==> config.mk <==
export PLATFORM = sky130hd
export DESIGN_NAME = spi_cmd_regfile
export DESIGN_NICKNAME = d
export VERILOG_FILES = /design/src/rtl/spi_cmd_regfile.sv
export SDC_FILE = /design/constraint.sdc
export NUM_CORES = 1
export LEC_CHECK = 0
export BUFFER_PORTS_ARGS = -buffer_cell sky130_fd_sc_hd__buf_4
export CORE_MARGIN = 5
export CORE_UTILIZATION = 45
export CTS_BUF_LIST = sky130_fd_sc_hd__clkbuf_16
export DETAILED_ROUTE_END_ITERATION = 12
export GPL_TIMING_DRIVEN = 1
export PLACE_DENSITY = 0.7
export SETUP_SLACK_MARGIN = 0.1
export SLEW_MARGIN = 20
export SYNTH_ARGS = -nofsm -noshare
export SYNTH_HDL_FRONTEND = slang
export SYNTH_SLANG_ARGS = --single-unit
==> constraint.sdc <==
create_clock -name MClk -period 3.1 [get_ports MClk]
set_clock_uncertainty 0.15 [all_clocks]
set_input_delay 0.31 -clock MClk [delete_from_list [all_inputs] [get_ports MClk]]
set_output_delay 0.31 -clock MClk [all_outputs]
set_load 0.01 [all_outputs]
==> src/rtl/spi_cmd_regfile.sv <==
// Command decoder and 8-bit register bank behind the SPI slave byte receiver; optional SPI_CMD_AUTOINC_EN.
// Latency: register write / Reg_Wr_Strobe and Tx_Byte / Tx_Byte_Load appear 1 cycle after Rx_Byte_Valid.
// Backpressure: none; every byte strobe is consumed immediately (upstream spaces bytes >= 2 cycles apart).
module spi_cmd_regfile #(
  parameter int         NUM_REGS  = 16,
  parameter logic [7:0] DEVICE_ID = 8'hE5
) (
  input  logic                  MClk,
  input  logic                  USPI_Rst_N,
  input  logic                  Msg_Start,
  input  logic                  Msg_End,
  input  logic [7:0]            Rx_Byte,
  input  logic                  Rx_Byte_Valid,
  output logic [7:0]            Tx_Byte,
  output logic                  Tx_Byte_Load,
  output logic [NUM_REGS*8-1:0] Ctrl_Regs,
  output logic                  Reg_Wr_Strobe,
  output logic [6:0]            Reg_Wr_Addr,
  output logic [7:0]            Err_Count
);

  typedef enum logic [2:0] {IDLE, CMD, WR, RD, DISCARD} state_t;

  localparam logic [7:0] NREGS_8 = 8'(NUM_REGS);
`ifdef SPI_CMD_AUTOINC_EN
  localparam logic [6:0] LAST_PTR = 7'(NUM_REGS - 1);
`endif

  state_t     state_q, state_d;
  logic [6:0] ptr_q, ptr_d;
  logic [7:0] regs_q [NUM_REGS];
  logic [7:0] regs_d [NUM_REGS];
  logic [7:0] tx_byte_q, tx_byte_d;
  logic       tx_load_q, tx_load_d;
  logic       wr_stb_q, wr_stb_d;
  logic [6:0] wr_addr_q, wr_addr_d;
  logic [7:0] err_q, err_d;

  logic [6:0] rd_addr;
  logic [7:0] rd_data;
  logic       cmd_bad;
  logic       err_inc;

  // Pointer step after a data byte: wrap over the bank, or hold on A when auto-increment is off.
  function automatic logic [6:0] next_ptr(input logic [6:0] p);
`ifdef SPI_CMD_AUTOINC_EN
    return (p == LAST_PTR) ? 7'd0 : p + 7'd1;
`else
    return p;
`endif
  endfunction

  // Read mux: the command byte addresses directly, later bytes use the running pointer.
  always_comb begin
    rd_addr = (state_q == CMD) ? Rx_Byte[6:0] : ptr_q;
    rd_data = 8'h00;
    for (int i = 0; i < NUM_REGS; i++) begin
      if (rd_addr == 7'(i)) rd_data = regs_q[i];
    end
    cmd_bad = ({1'b0, Rx_Byte[6:0]} >= NREGS_8);
  end

  // Next-state, register-bank update and output pulses.
  always_comb begin
    state_d   = state_q;
    ptr_d     = ptr_q;
    regs_d    = regs_q;
    tx_byte_d = tx_byte_q;
    tx_load_d = 1'b0;
    wr_stb_d  = 1'b0;
    wr_addr_d = wr_addr_q;
    err_inc   = 1'b0;

    if (Msg_Start) begin
      // A new chip-select frame abandons whatever was in progress without penalty.
      state_d = CMD;
    end else begin
      if (Rx_Byte_Valid) begin
        case (state_q)
          CMD: begin
            if (cmd_bad) begin
              state_d = DISCARD;
              err_inc = 1'b1;
            end else if (Rx_Byte[7]) begin
              state_d   = RD;
              tx_byte_d = rd_data;
              tx_load_d = 1'b1;
              ptr_d     = next_ptr(Rx_Byte[6:0]);
            end else begin
              state_d = WR;
              ptr_d   = Rx_Byte[6:0];
            end
          end
          WR: begin
            if (ptr_q == 7'd0) begin
              // Register 0 is the read-only device ID; the write counts as an error.
              err_inc = 1'b1;
            end else begin
              for (int i = 1; i < NUM_REGS; i++) begin
                if (ptr_q == 7'(i)) regs_d[i] = Rx_Byte;
              end
              wr_stb_d  = 1'b1;
              wr_addr_d = ptr_q;
            end
            ptr_d = next_ptr(ptr_q);
          end
          RD: begin
            tx_byte_d = rd_data;
            tx_load_d = 1'b1;
            ptr_d     = next_ptr(ptr_q);
          end
          default: ;
        endcase
      end
      // The byte arriving with Msg_End is handled above before the frame closes.
      if (Msg_End) state_d = IDLE;
    end

    err_d = (err_inc && (err_q != 8'hFF)) ? err_q + 8'd1 : err_q;
  end

  // State and datapath registers; register 0 resets to the device ID and is never written.
  always_ff @(posedge MClk or negedge USPI_Rst_N) begin
    if (!USPI_Rst_N) begin
      state_q   <= IDLE;
      ptr_q     <= 7'd0;
      tx_byte_q <= 8'h00;
      tx_load_q <= 1'b0;
      wr_stb_q  <= 1'b0;
      wr_addr_q <= 7'd0;
      err_q     <= 8'h00;
      for (int i = 0; i < NUM_REGS; i++) begin
        regs_q[i] <= (i == 0) ? DEVICE_ID : 8'h00;
      end
    end else begin
      state_q   <= state_d;
      ptr_q     <= ptr_d;
      tx_byte_q <= tx_byte_d;
      tx_load_q <= tx_load_d;
      wr_stb_q  <= wr_stb_d;
      wr_addr_q <= wr_addr_d;
      err_q     <= err_d;
      regs_q    <= regs_d;
    end
  end

  for (genvar k = 0; k < NUM_REGS; k++) begin : g_ctrl
    assign Ctrl_Regs[8*k +: 8] = regs_q[k];
  end

  assign Tx_Byte       = tx_byte_q;
  assign Tx_Byte_Load  = tx_load_q;
  assign Reg_Wr_Strobe = wr_stb_q;
  assign Reg_Wr_Addr   = wr_addr_q;
  assign Err_Count     = err_q;

endmodule

==> impl_metrics.py, run 1 <==
metrics = {
    "place": {
        "globalplace.congestion": 0.961,
        "detailed_place_hpwl_mm": 17.5,
        "io_buffers": 157,
    },
    "clock_network": {
        "num_cts_buffers": 17,
        "post_cts.repair.setup_buffers": 0,
        "tritoncts": "built",
        "clkSinkCount": 155,
        "clk_path_buf_depth": 2,
        "ctsRootBufferMaster": "clkbuf_16",
        "htree_num_levels": 4,
        "clk_pin_slew_ns": 0.06,
        "clk_latency_ns": 0.42,
    },
    "synth": {
        "synthesis.instances": 631,
        "synth_area_leader_cell": "dfrtp_1",
        "synthMostInstantiatedCell": "dfrtp_1",
        "top_reg_cell_synth": "dfrtp_1",
        "synth_sequential_area_ratio_pct": 51.1,
        "synth_async_sr_flop_share_pct": 100,
        "mean_instance_size_in_the_synthesized_netlist_um2": 12.0,
        "synth_enable_flop_cells": 0,
        "synth_area_leaders": "dfrtp_1, mux2_2, nand2_1",
        "yosysUniqueCellTypes": 79,
        "post-synth-top-area-fraction_pct": 51.1,
        "postSynthRegisterBits": 155,
        "synth-warning-count": 0,
        "yosys-top-cells-count": "dfrtp_1, mux2_2, nand2_1",
        "post_synth_instance_area_um2": 7590,
    },
    "sta": {
        "final.min_clock_period_ns": 2.93,
        "unrepaired_setup_endpoints_after_global_routing": "false",
        "timing.fmax_mhz": 342,
        "setup-tns-final_ns": 0,
        "final-setup-viol-count": 0,
        "final-hold-violation-count": 0,
        "tightestPinTransition_ns": 0.675,
        "slew_viols_final": 0,
        "period_share_pct": 94.4,
        "timing.max_slew.rel_slack_pct": 54.6,
    },
    "die": {
        "core_region_area_um2": 16600,
        "die_w_um": 140,
        "initial_core_util_pct": 45.8,
        "die_h_um": 140,
        "placement_rows": 47,
        "design.die.area_um2": 19600,
        "top_level_ports": 166,
    },
    "global_routing": {
        "overflow": 0,
        "grt_busiest_layer": "met2",
        "global_route.usage.met1_pct": 34.2,
        "grt_pass1_wl_mm": 37.7,
        "largest_net_degree_at_the_start_of_global_routing": 71,
        "groute.layer.met3.usage_pct": 5.76,
        "grt.met2_usage_pct": 39.0,
        "antenna_found_initial": 0,
        "grtUsageTotal_pct": 24.7,
        "first_global_vias": 6342,
    },
    "critical_path": {
        "critical-path-slowest-cell": "or3_1",
        "cp_slowest_stage_delay_ns": 0.55,
        "crit_path_capture_type": "flop",
        "critical_path_required_ns": 3.25,
        "critical_path.top_delay_family": "compound AO/OA/AOI/OAI gates",
        "timing_worst_setup_path_type": "flop to flop",
        "r2r_cells": 7,
        "cp_data_arrival_time_ns": 3.07,
        "critical_path.cell_chain": "or3_1, or2_1, o22a_1, o221ai_1, o21ai_0, a21oi_1, o211ai_1",
        "critical_path.n_buffers_inverters": 0,
        "setup.worst_path.start_class": "flop",
        "highest_fanout_seen_on_the_critical_path": 8,
        "worst_r2r_endpoint": "Tx_Byte[0]$_DFFE_PN0P_",
        "worst_reg2reg_startpoint": "ptr_q[5]$_DFFE_PN0P_",
        "ff2ff_setup_slack_ns": 0.17,
    },
    "power_and_ir_drop": {
        "power.leakage_nw": 4.86,
        "powerDensity_nw_per_um2": 491,
        "ir_worst_vdd_mv": 0.411,
        "power_mw": 4.76,
    },
    "final_layout": {
        "drive_above_1_share_pct": 46.3,
        "antenna_diode_count": 0,
        "final_net_count": 821,
        "area.growth.synth_to_final_pct": 27.7,
    },
    "drt": {
        "drt_wl_total_mm": 24.1,
        "routed_wire_length_per_instance_um": 23.2,
        "antenna_violating_nets_post_route": 0,
        "firstDrtPassIters": 5,
        "via_per_inst": 5.92,
        "num_vias": 6161,
        "drtIter0Drc": 518,
        "drc_errors": 0,
    },
    "run": {
        "drv_cap": 0,
    },
    "worst_hold_path": {
        "hold_end": "Ctrl_Regs[104]$_DFFE_PN0P_",
        "hold_path.class": "primary input to flop",
        "worstHoldStart": "Rx_Byte[0]",
        "min_delay_path_depth": 2,
    },
    "status": {
        "status": "completed",
    },
}
## final cells by class
type	count	area [µm²]
clock inverters	15	103
multi-input cells	433	3500
flip-flops and latches	155	3880
clock buffers	17	425
repair buffers	194	1480
inverters	6	25.0
well taps	220	275
fillers	1395	6900
## where the power goes
group	leakage [nW]	switching [mW]	internal, mW
registers	2.14	0.0836	2.09
logic	2.47	0.437	0.292
clock network	0.255	0.842	1.02
## registers in the layout, summed over array words and instances (netlist names)
name	flops
Tx_Byte	8
ptr_q	7
Reg_Wr_Addr	7
state_q	3
Ctrl_Regs	120
Tx_Byte_Load	1
Err_Count	8
Reg_Wr_Strobe	1
## layer usage
layer  part of all wire [%]  wire (µm)
met1                     43      10400
met2                     47      11200
met3                    8.4       2030
met4                    1.9        452
met5                      0          0
## per-stage QoR
stage | area, µm² | hold WS, ns | util [%] | instances | setup slack, ns
detailed placement | 9100 | 0.201 | 54.9 | 1004 | 0.133
CTS | 9670 | 0.0203 | 58.3 | 1040 | 0.100
global placement | 9100 | 0.182 | 54.9 | 1004 | 0.236
finish | 9690 | 0.0392 | 58.4 | 1040 | 0.173
global route | 9690 | 0.0348 | 58.4 | 1040 | 0.105
floorplan | 7610 | -0.136 | - | 637 | 0.501
## cell usage in the layout, fill, tap and decap left out, drive strengths merged, types with 12 or more instances in the layout
cell | netlist | final
a22oi | 13 | 13
buf | 21 | 190
clkbuf | 22 | 17
clkinv | 0 | 12
dfrtp | 155 | 155
mux2 | 128 | 128
nand2 | 50 | 50
nand3 | 13 | 13
nor2 | 36 | 36
nor2b | 13 | 13
nor3 | 16 | 16
o22ai | 16 | 16
## cells by family (layout without fill, tap and decap cells)
kind of cell | after synthesis | in the layout | synth area share, %
flops | 155 | 155 | 51.1
compound gates | 111 | 111 | 11.4
other cells | 2 | 8 | 0.0990
mux | 133 | 133 | 19.8
simple gates | 173 | 173 | 13.2
xor+xnor | 7 | 7 | 0.808
buf+inv | 49 | 232 | 3.38
fa+ha+maj | 1 | 1 | 0.165
## worst register-to-register path, delay by kind of cell, from the launching register on
family | cells | cell delay, ns
AOI/OAI and AO/OA | 5 | 1.24
DFF | 1 | 0.43
and+or+nand+nor | 2 | 0.98
## worst max-delay path by stage
stage / startpoint / to / slack [ns] / cells after the start
after global routing: ptr_q[5]$_DFFE_PN0P_ / Tx_Byte[0]$_DFFE_PN0P_ / 0.10 / 7
after detailed placement: state_q[1]$_DFFE_PN0P_ / Tx_Byte[3]$_DFFE_PN0P_ / 0.13 / 7
after CTS: state_q[1]$_DFFE_PN0P_ / Tx_Byte[0]$_DFFE_PN0P_ / 0.10 / 7
after floorplan: state_q[1]$_DFFE_PN0P_ / Tx_Byte[2]$_DFFE_PN0P_ / 0.50 / 10
after global placement: state_q[1]$_DFFE_PN0P_ / Tx_Byte[2]$_DFFE_PN0P_ / 0.24 / 7
final: ptr_q[5]$_DFFE_PN0P_ / Tx_Byte[0]$_DFFE_PN0P_ / 0.17 / 7
## what timing repair did
item | CTS | global route
resized for setup | 1 | 3
hold buffers | 4 | 0
endpoints found under the hold margin | 69 | 0
endpoints found under the setup margin | 3 | 11
No activity file was read; power rests on OpenSTA's default activity.
==> inputs of run 2 (changes only) <==
--- a/config.mk
+++ b/config.mk
@@ -10,7 +10,7 @@
 export CORE_UTILIZATION = 45
 export CTS_BUF_LIST = sky130_fd_sc_hd__clkbuf_16
 export DETAILED_ROUTE_END_ITERATION = 12
-export GPL_TIMING_DRIVEN = 1
+export GPL_TIMING_DRIVEN = 0
 export PLACE_DENSITY = 0.7
 export SETUP_SLACK_MARGIN = 0.1
 export SLEW_MARGIN = 20
==> run 2 against run 1 <==
Against the previous run: utilization increased by 1.2 points; global-route usage increased by 0.086 points; wire length increased by 1.3%; clock power increased by 18%; critical path depth increased by 3; via count increased by 0.39%; highest routed layer unchanged.
==> impl_metrics.py, run 2 (synthesis gave the netlist of run 1 again) <==
metrics = {
    "status": {
        "status": "completed",
    },
    "clock_network": {
        "clk_path_buf_depth": 2,
        "clkSinkCount": 155,
        "tritoncts": "built",
        "num_cts_buffers": 17,
        "htree_num_levels": 4,
        "clk_pin_slew_ns": 0.06,
        "clk_latency_ns": 0.43,
        "ctsRootBufferMaster": "clkbuf_16",
    },
    "critical_path": {
        "critical_path.n_buffers_inverters": 3,
        "ff2ff_setup_slack_ns": 0.17,
        "cp_data_arrival_time_ns": 3.08,
        "crit_path_capture_type": "flop",
        "timing_worst_setup_path_type": "flop to flop",
        "setup.worst_path.start_class": "flop",
        "critical_path.cell_chain": "buf_4, or3b_1, buf_6, a21oi_4, buf_12, mux2_2, o221ai_1, nand3_1, a21oi_1, o211ai_1",
        "r2r_cells": 10,
        "critical_path.top_delay_family": "compound AO/OA/AOI/OAI gates",
        "critical_path_required_ns": 3.25,
        "worst_r2r_endpoint": "Tx_Byte[0]$_DFFE_PN0P_",
        "critical-path-slowest-cell": "or3b_1",
        "highest_fanout_seen_on_the_critical_path": 9,
        "cp_slowest_stage_delay_ns": 0.39,
        "worst_reg2reg_startpoint": "state_q[1]$_DFFE_PN0P_",
    },
    "drt": {
        "drc_errors": 0,
        "met1_length_mm": 10.4,
        "drt_wl_total_mm": 24.4,
        "via_per_inst": 5.88,
        "routed-wl-met3_mm": 1.95,
        "antenna_violating_nets_post_route": 0,
        "num_vias": 6185,
        "firstDrtPassIters": 5,
        "route.top_layer_used": "met4",
        "routed_wire_length_per_instance_um": 23.2,
        "wl_met2_mm": 11.5,
        "drtIter0Drc": 442,
    },
    "global_routing": {
        "overflow": 0,
        "grt_pass1_wl_mm": 37.5,
        "grtUsageTotal_pct": 24.8,
        "largest_net_degree_at_the_start_of_global_routing": 81,
        "antenna_found_initial": 0,
        "first_global_vias": 6335,
    },
    "final_layout": {
        "area.growth.synth_to_final_pct": 30.2,
        "most-common-layout-cells": "buf_4, dfrtp_1, mux2_2",
        "drive_above_1_share_pct": 45.6,
        "final_common_cell": "buf_4",
        "final_cells": 1052,
        "final_net_count": 832,
        "largest_reg_flops": 120,
    },
    "sta": {
        "period_share_pct": 94.5,
        "final-hold-violation-count": 0,
        "timing.max_slew.rel_slack_pct": 37.8,
        "final.min_clock_period_ns": 2.93,
        "timing.fmax_mhz": 341,
        "unrepaired_setup_endpoints_after_global_routing": "true",
        "setup_ws_ns": 0.170,
        "tightestPinTransition_ns": 0.930,
        "final-setup-viol-count": 0,
        "slew_viols_final": 0,
    },
    "die": {
        "core_region_area_um2": 16600,
        "placement_rows": 47,
        "die_h_um": 140,
        "die_w_um": 140,
        "initial_core_util_pct": 45.8,
        "top_level_ports": 166,
        "design.die.area_um2": 19600,
    },
    "place": {
        "detailed_place_hpwl_mm": 17.7,
        "globalplace.congestion": 0.930,
        "placed_insts": 1011,
        "io_buffers": 153,
        "place_worst_setup_slack_ns": -0.333,
    },
    "power_and_ir_drop": {
        "power_mw": 5.13,
        "power.leakage_nw": 4.90,
        "powerDensity_nw_per_um2": 519,
        "ir_worst_vdd_mv": 0.419,
    },
    "worst_hold_path": {
        "min_delay_path_depth": 2,
        "worstHoldStart": "Rx_Byte[7]",
        "hold_end": "Ctrl_Regs[95]$_DFFE_PN0P_",
        "hold_path.class": "primary input to flop",
    },
    "run": {
        "drv_cap": 0,
    },
}
## run 2: layout make-up
| class | count | area, µm² |
|---|---|---|
| diodes | 1 | 2.50 |
| plain buffers | 43 | 231 |
| clock buffers | 17 | 425 |
| clock inverters | 15 | 198 |
| fillers | 1381 | 6700 |
| inverters | 6 | 25.0 |
| multi-input cells | 433 | 3570 |
| flip-flops and latches | 155 | 3880 |
| well taps | 220 | 275 |
| repair buffers | 162 | 1280 |
## run 2: worst max path at each step
stage                                      start                     end  slack, ns  depth (start not counted)
after detailed placement              Rx_Byte[0]  Tx_Byte[6]$_DFFE_PN0P_      -0.33                          9
after global placement                Rx_Byte[0]  Tx_Byte[6]$_DFFE_PN0P_      -0.35                          9
after floorplan           state_q[1]$_DFFE_PN0P_  Tx_Byte[2]$_DFFE_PN0P_       0.50                         10
after CTS                 state_q[1]$_DFFE_PN0P_  Tx_Byte[6]$_DFFE_PN0P_       0.06                          7
after global routing      state_q[1]$_DFFE_PN0P_  Tx_Byte[5]$_DFFE_PN0P_       0.03                         10
final                     state_q[1]$_DFFE_PN0P_  Tx_Byte[0]$_DFFE_PN0P_       0.17                         10
## run 2: routing by layer
metal | GRT usage (%) | vias up
li1 | - | 2711
met2 | 38.1 | 284
met1 | 34.1 | 3149
met4 | 9.08 | 0
met5 | 0 | -
met3 | 6.55 | 41
## run 2: power breakdown
group	total [mW]	internal [mW]	switching (mW)
sequential	2.15	2.09	0.0679
combinational	0.778	0.296	0.482
clock	2.20	1.35	0.853
## run 2: timing repair
item                                    4_1_cts  5_1_grt
gates resized for setup                       3       15
hold buffers                                  4        0
buffers inserted                              0        4
endpoints found under the hold margin        78        0
gates cloned                                  0        0
endpoints found under the setup margin        3       46
pin swaps                                     0        3
## run 2: per-stage QoR
step	hold WS [ns]	utilization, %	TNS [ns]	cell area (µm²)
after floorplan	-0.136	-	0	7610
after global placement	0.319	54.5	-1.26	9030
after detailed placement	0.166	54.7	-1.34	9070
after CTS	0.0324	58.8	0	9750
after global routing	0.0394	59.6	0	9880
final	0.0517	59.6	0	9880
==> inputs of run 3 (changes only) <==
--- a/config.mk
+++ b/config.mk
@@ -11,6 +11,7 @@
 export CTS_BUF_LIST = sky130_fd_sc_hd__clkbuf_16
 export DETAILED_ROUTE_END_ITERATION = 12
 export GPL_TIMING_DRIVEN = 0
+export MAX_ROUTING_LAYER = met4
 export PLACE_DENSITY = 0.7
 export SETUP_SLACK_MARGIN = 0.1
 export SLEW_MARGIN = 20
==> run 3 against run 2 <==
Against the previous run: die area did not move; count of clock-buffer cells in the layout did not move; critical path depth did not move; register-to-register slack got worse by 0.07 ns; maximum frequency fell by 2.2%; global-route usage rose by 0.57 points; sequential cell count did not move; sequential power barely moved; worst hold slack got worse by 0.0037 ns.
==> impl_metrics.py, run 3 (synthesis gave the netlist of run 1 again) <==
metrics = {
    "power_and_ir_drop": {
        "powerDensity_nw_per_um2": 526,
        "ir_worst_vdd_mv": 0.379,
        "power.leakage_nw": 4.92,
        "power_mw": 5.20,
    },
    "final_layout": {
        "antenna_diode_count": 0,
        "final_common_cell": "buf_4",
        "most-common-layout-cells": "buf_4, dfrtp_1, mux2_2",
        "ff_latch_area_um2": 3880,
        "largest_reg_flops": 120,
        "finalInstanceArea_um2": 9890,
        "final_net_count": 831,
        "drive_above_1_share_pct": 44.9,
        "n_fill_cell": 1408,
        "final_util_pct": 59.6,
        "final_cells": 1050,
        "area.growth.synth_to_final_pct": 30.3,
        "area_of_the_multi_input_gates_um2": 3560,
    },
    "critical_path": {
        "cp_data_arrival_time_ns": 3.21,
        "setup.worst_path.start_class": "flop",
        "critical_path_required_ns": 3.31,
        "crit_path_capture_type": "flop",
        "worst_reg2reg_startpoint": "ptr_q[5]$_DFFE_PN0P_",
        "timing_worst_setup_path_type": "flop to flop",
        "highest_fanout_seen_on_the_critical_path": 10,
        "timing.critical_path.from": "ptr_q[5]$_DFFE_PN0P_",
    },
    "sta": {
        "final.min_clock_period_ns": 3.00,
        "timing.max_slew.rel_slack_pct": 40.1,
        "setup_ws_ns": 0.105,
        "setup-tns-final_ns": 0,
        "final-setup-viol-count": 0,
        "tightestPinTransition_ns": 0.895,
        "slew_viols_final": 0,
        "final-hold-violation-count": 0,
        "unrepaired_setup_endpoints_after_global_routing": "true",
        "period_share_pct": 96.6,
        "timing.fmax_mhz": 334,
        "fin_hold_ws_ns": 0.0480,
    },
    "clock_network": {
        "clk_latency_ns": 0.42,
        "num_cts_buffers": 17,
        "ctsRootBufferMaster": "clkbuf_16",
        "clk_path_buf_depth": 2,
        "clkSinkCount": 155,
        "tritoncts": "built",
        "htree_num_levels": 4,
        "clk_pin_slew_ns": 0.06,
    },
    "drt": {
        "num_vias": 6200,
        "routed_wire_length_per_instance_um": 23.1,
        "drc_errors": 0,
        "antenna_violating_nets_post_route": 0,
        "drt_wl_total_mm": 24.3,
        "firstDrtPassIters": 5,
        "drtIter0Drc": 451,
        "via_per_inst": 5.90,
    },
    "place": {
        "place_worst_setup_slack_ns": -0.423,
        "post_dp_cell_area_um2": 9070,
        "placed_insts": 1011,
        "detailed_place_hpwl_mm": 17.6,
        "globalplace.congestion": 0.913,
        "io_buffers": 153,
    },
    "worst_hold_path": {
        "worstHoldStart": "Rx_Byte[7]",
        "hold_path.class": "primary input to flop",
    },
    "global_routing": {
        "overflow": 0,
        "grtUsageTotal_pct": 25.4,
        "first_global_vias": 6289,
        "antenna_found_initial": 0,
        "global_route.usage.met1_pct": 35.2,
        "largest_net_degree_at_the_start_of_global_routing": 81,
        "groute.layer.met3.usage_pct": 4.32,
        "grt_pass1_wl_mm": 37.3,
        "grt_busiest_layer": "met2",
        "grt.met2_usage_pct": 39.4,
    },
    "die": {
        "die_h_um": 140,
        "placement_rows": 47,
        "die_w_um": 140,
        "initial_core_util_pct": 45.8,
        "top_level_ports": 166,
        "design.die.area_um2": 19600,
        "core_region_area_um2": 16600,
    },
    "status": {
        "status": "completed",
    },
    "run": {
        "drv_cap": 0,
    },
}
## run 3: cell count changes in the layout (fill, tap and decap cells not counted), moves of 2 or more
cell,delta
clkinvlp_4,-5
clkinv_4,+3
clkinv_1,+2
nor3_2,-2
## run 3: path summary, 6_finish.rpt
check | end | slack [ns] | depth (start not counted)
hold reg to reg | Reg_Wr_Addr[2]$_DFFE_PN0P_ | 0.33 | 2
setup / recovery | Tx_Byte[6]$_DFFE_PN0P_ | 0.10 | 10
min in group asynchronous | Err_Count[4]$_DFFE_PN0P_ | 0.29 | 2
hold / removal | Ctrl_Regs[119]$_DFFE_PN0P_ | 0.05 | 2
max in group asynchronous | Ctrl_Regs[59]$_DFFE_PN0P_ | 1.73 | 3
setup reg to reg | Tx_Byte[6]$_DFFE_PN0P_ | 0.10 | 10
## run 3: power by group
part | switching, mW | internal, mW
registers | 0.0671 | 2.09
logic | 0.481 | 0.291
clock network | 0.844 | 1.43
total | 1.39 | 3.81
## run 3: final cells by class
| class | count | share of cell area (%) |
|---|---|---|
| clock buffers | 17 | 4.30 |
| inverters | 6 | 0.253 |
| flip-flops and latches | 155 | 39.2 |
| plain buffers | 43 | 2.34 |
| repair buffers | 161 | 12.9 |
| multi-input cells | 433 | 36.0 |
| well taps | 220 | 2.78 |
| clock inverters | 15 | 2.23 |
## run 3: worst max-delay path, stage by stage, from the launching register on
cell,delay (ns)
dfrtp_1,0.44
or3_1,0.39
buf_2,0.19
or2_1,0.27
buf_6,0.15
o22a_1,0.16
buf_2,0.20
nand2_1,0.16
nor2_1,0.09
a211oi_1,0.53
a21o_1,0.20
## run 3: per-layer routing
metal | wire (µm) | part of all wire, % | vias up
li1 | - | - | 2706
met1 | 10600 | 44 | 3175
met2 | 11600 | 48 | 287
met3 | 1750 | 7.2 | 32
met4 | 306 | 1.3 | 0
met5 | 0 | 0 | -
## run 3: what timing repair did
item / 4_1_cts / 5_1_grt
endpoints found under the hold margin: 82 / 0
pin swaps: 0 / 4
setup endpoints to repair: 3 / 43
gates resized for setup: 6 / 9
setup buffers: 0 / 3
hold buffers: 4 / 0
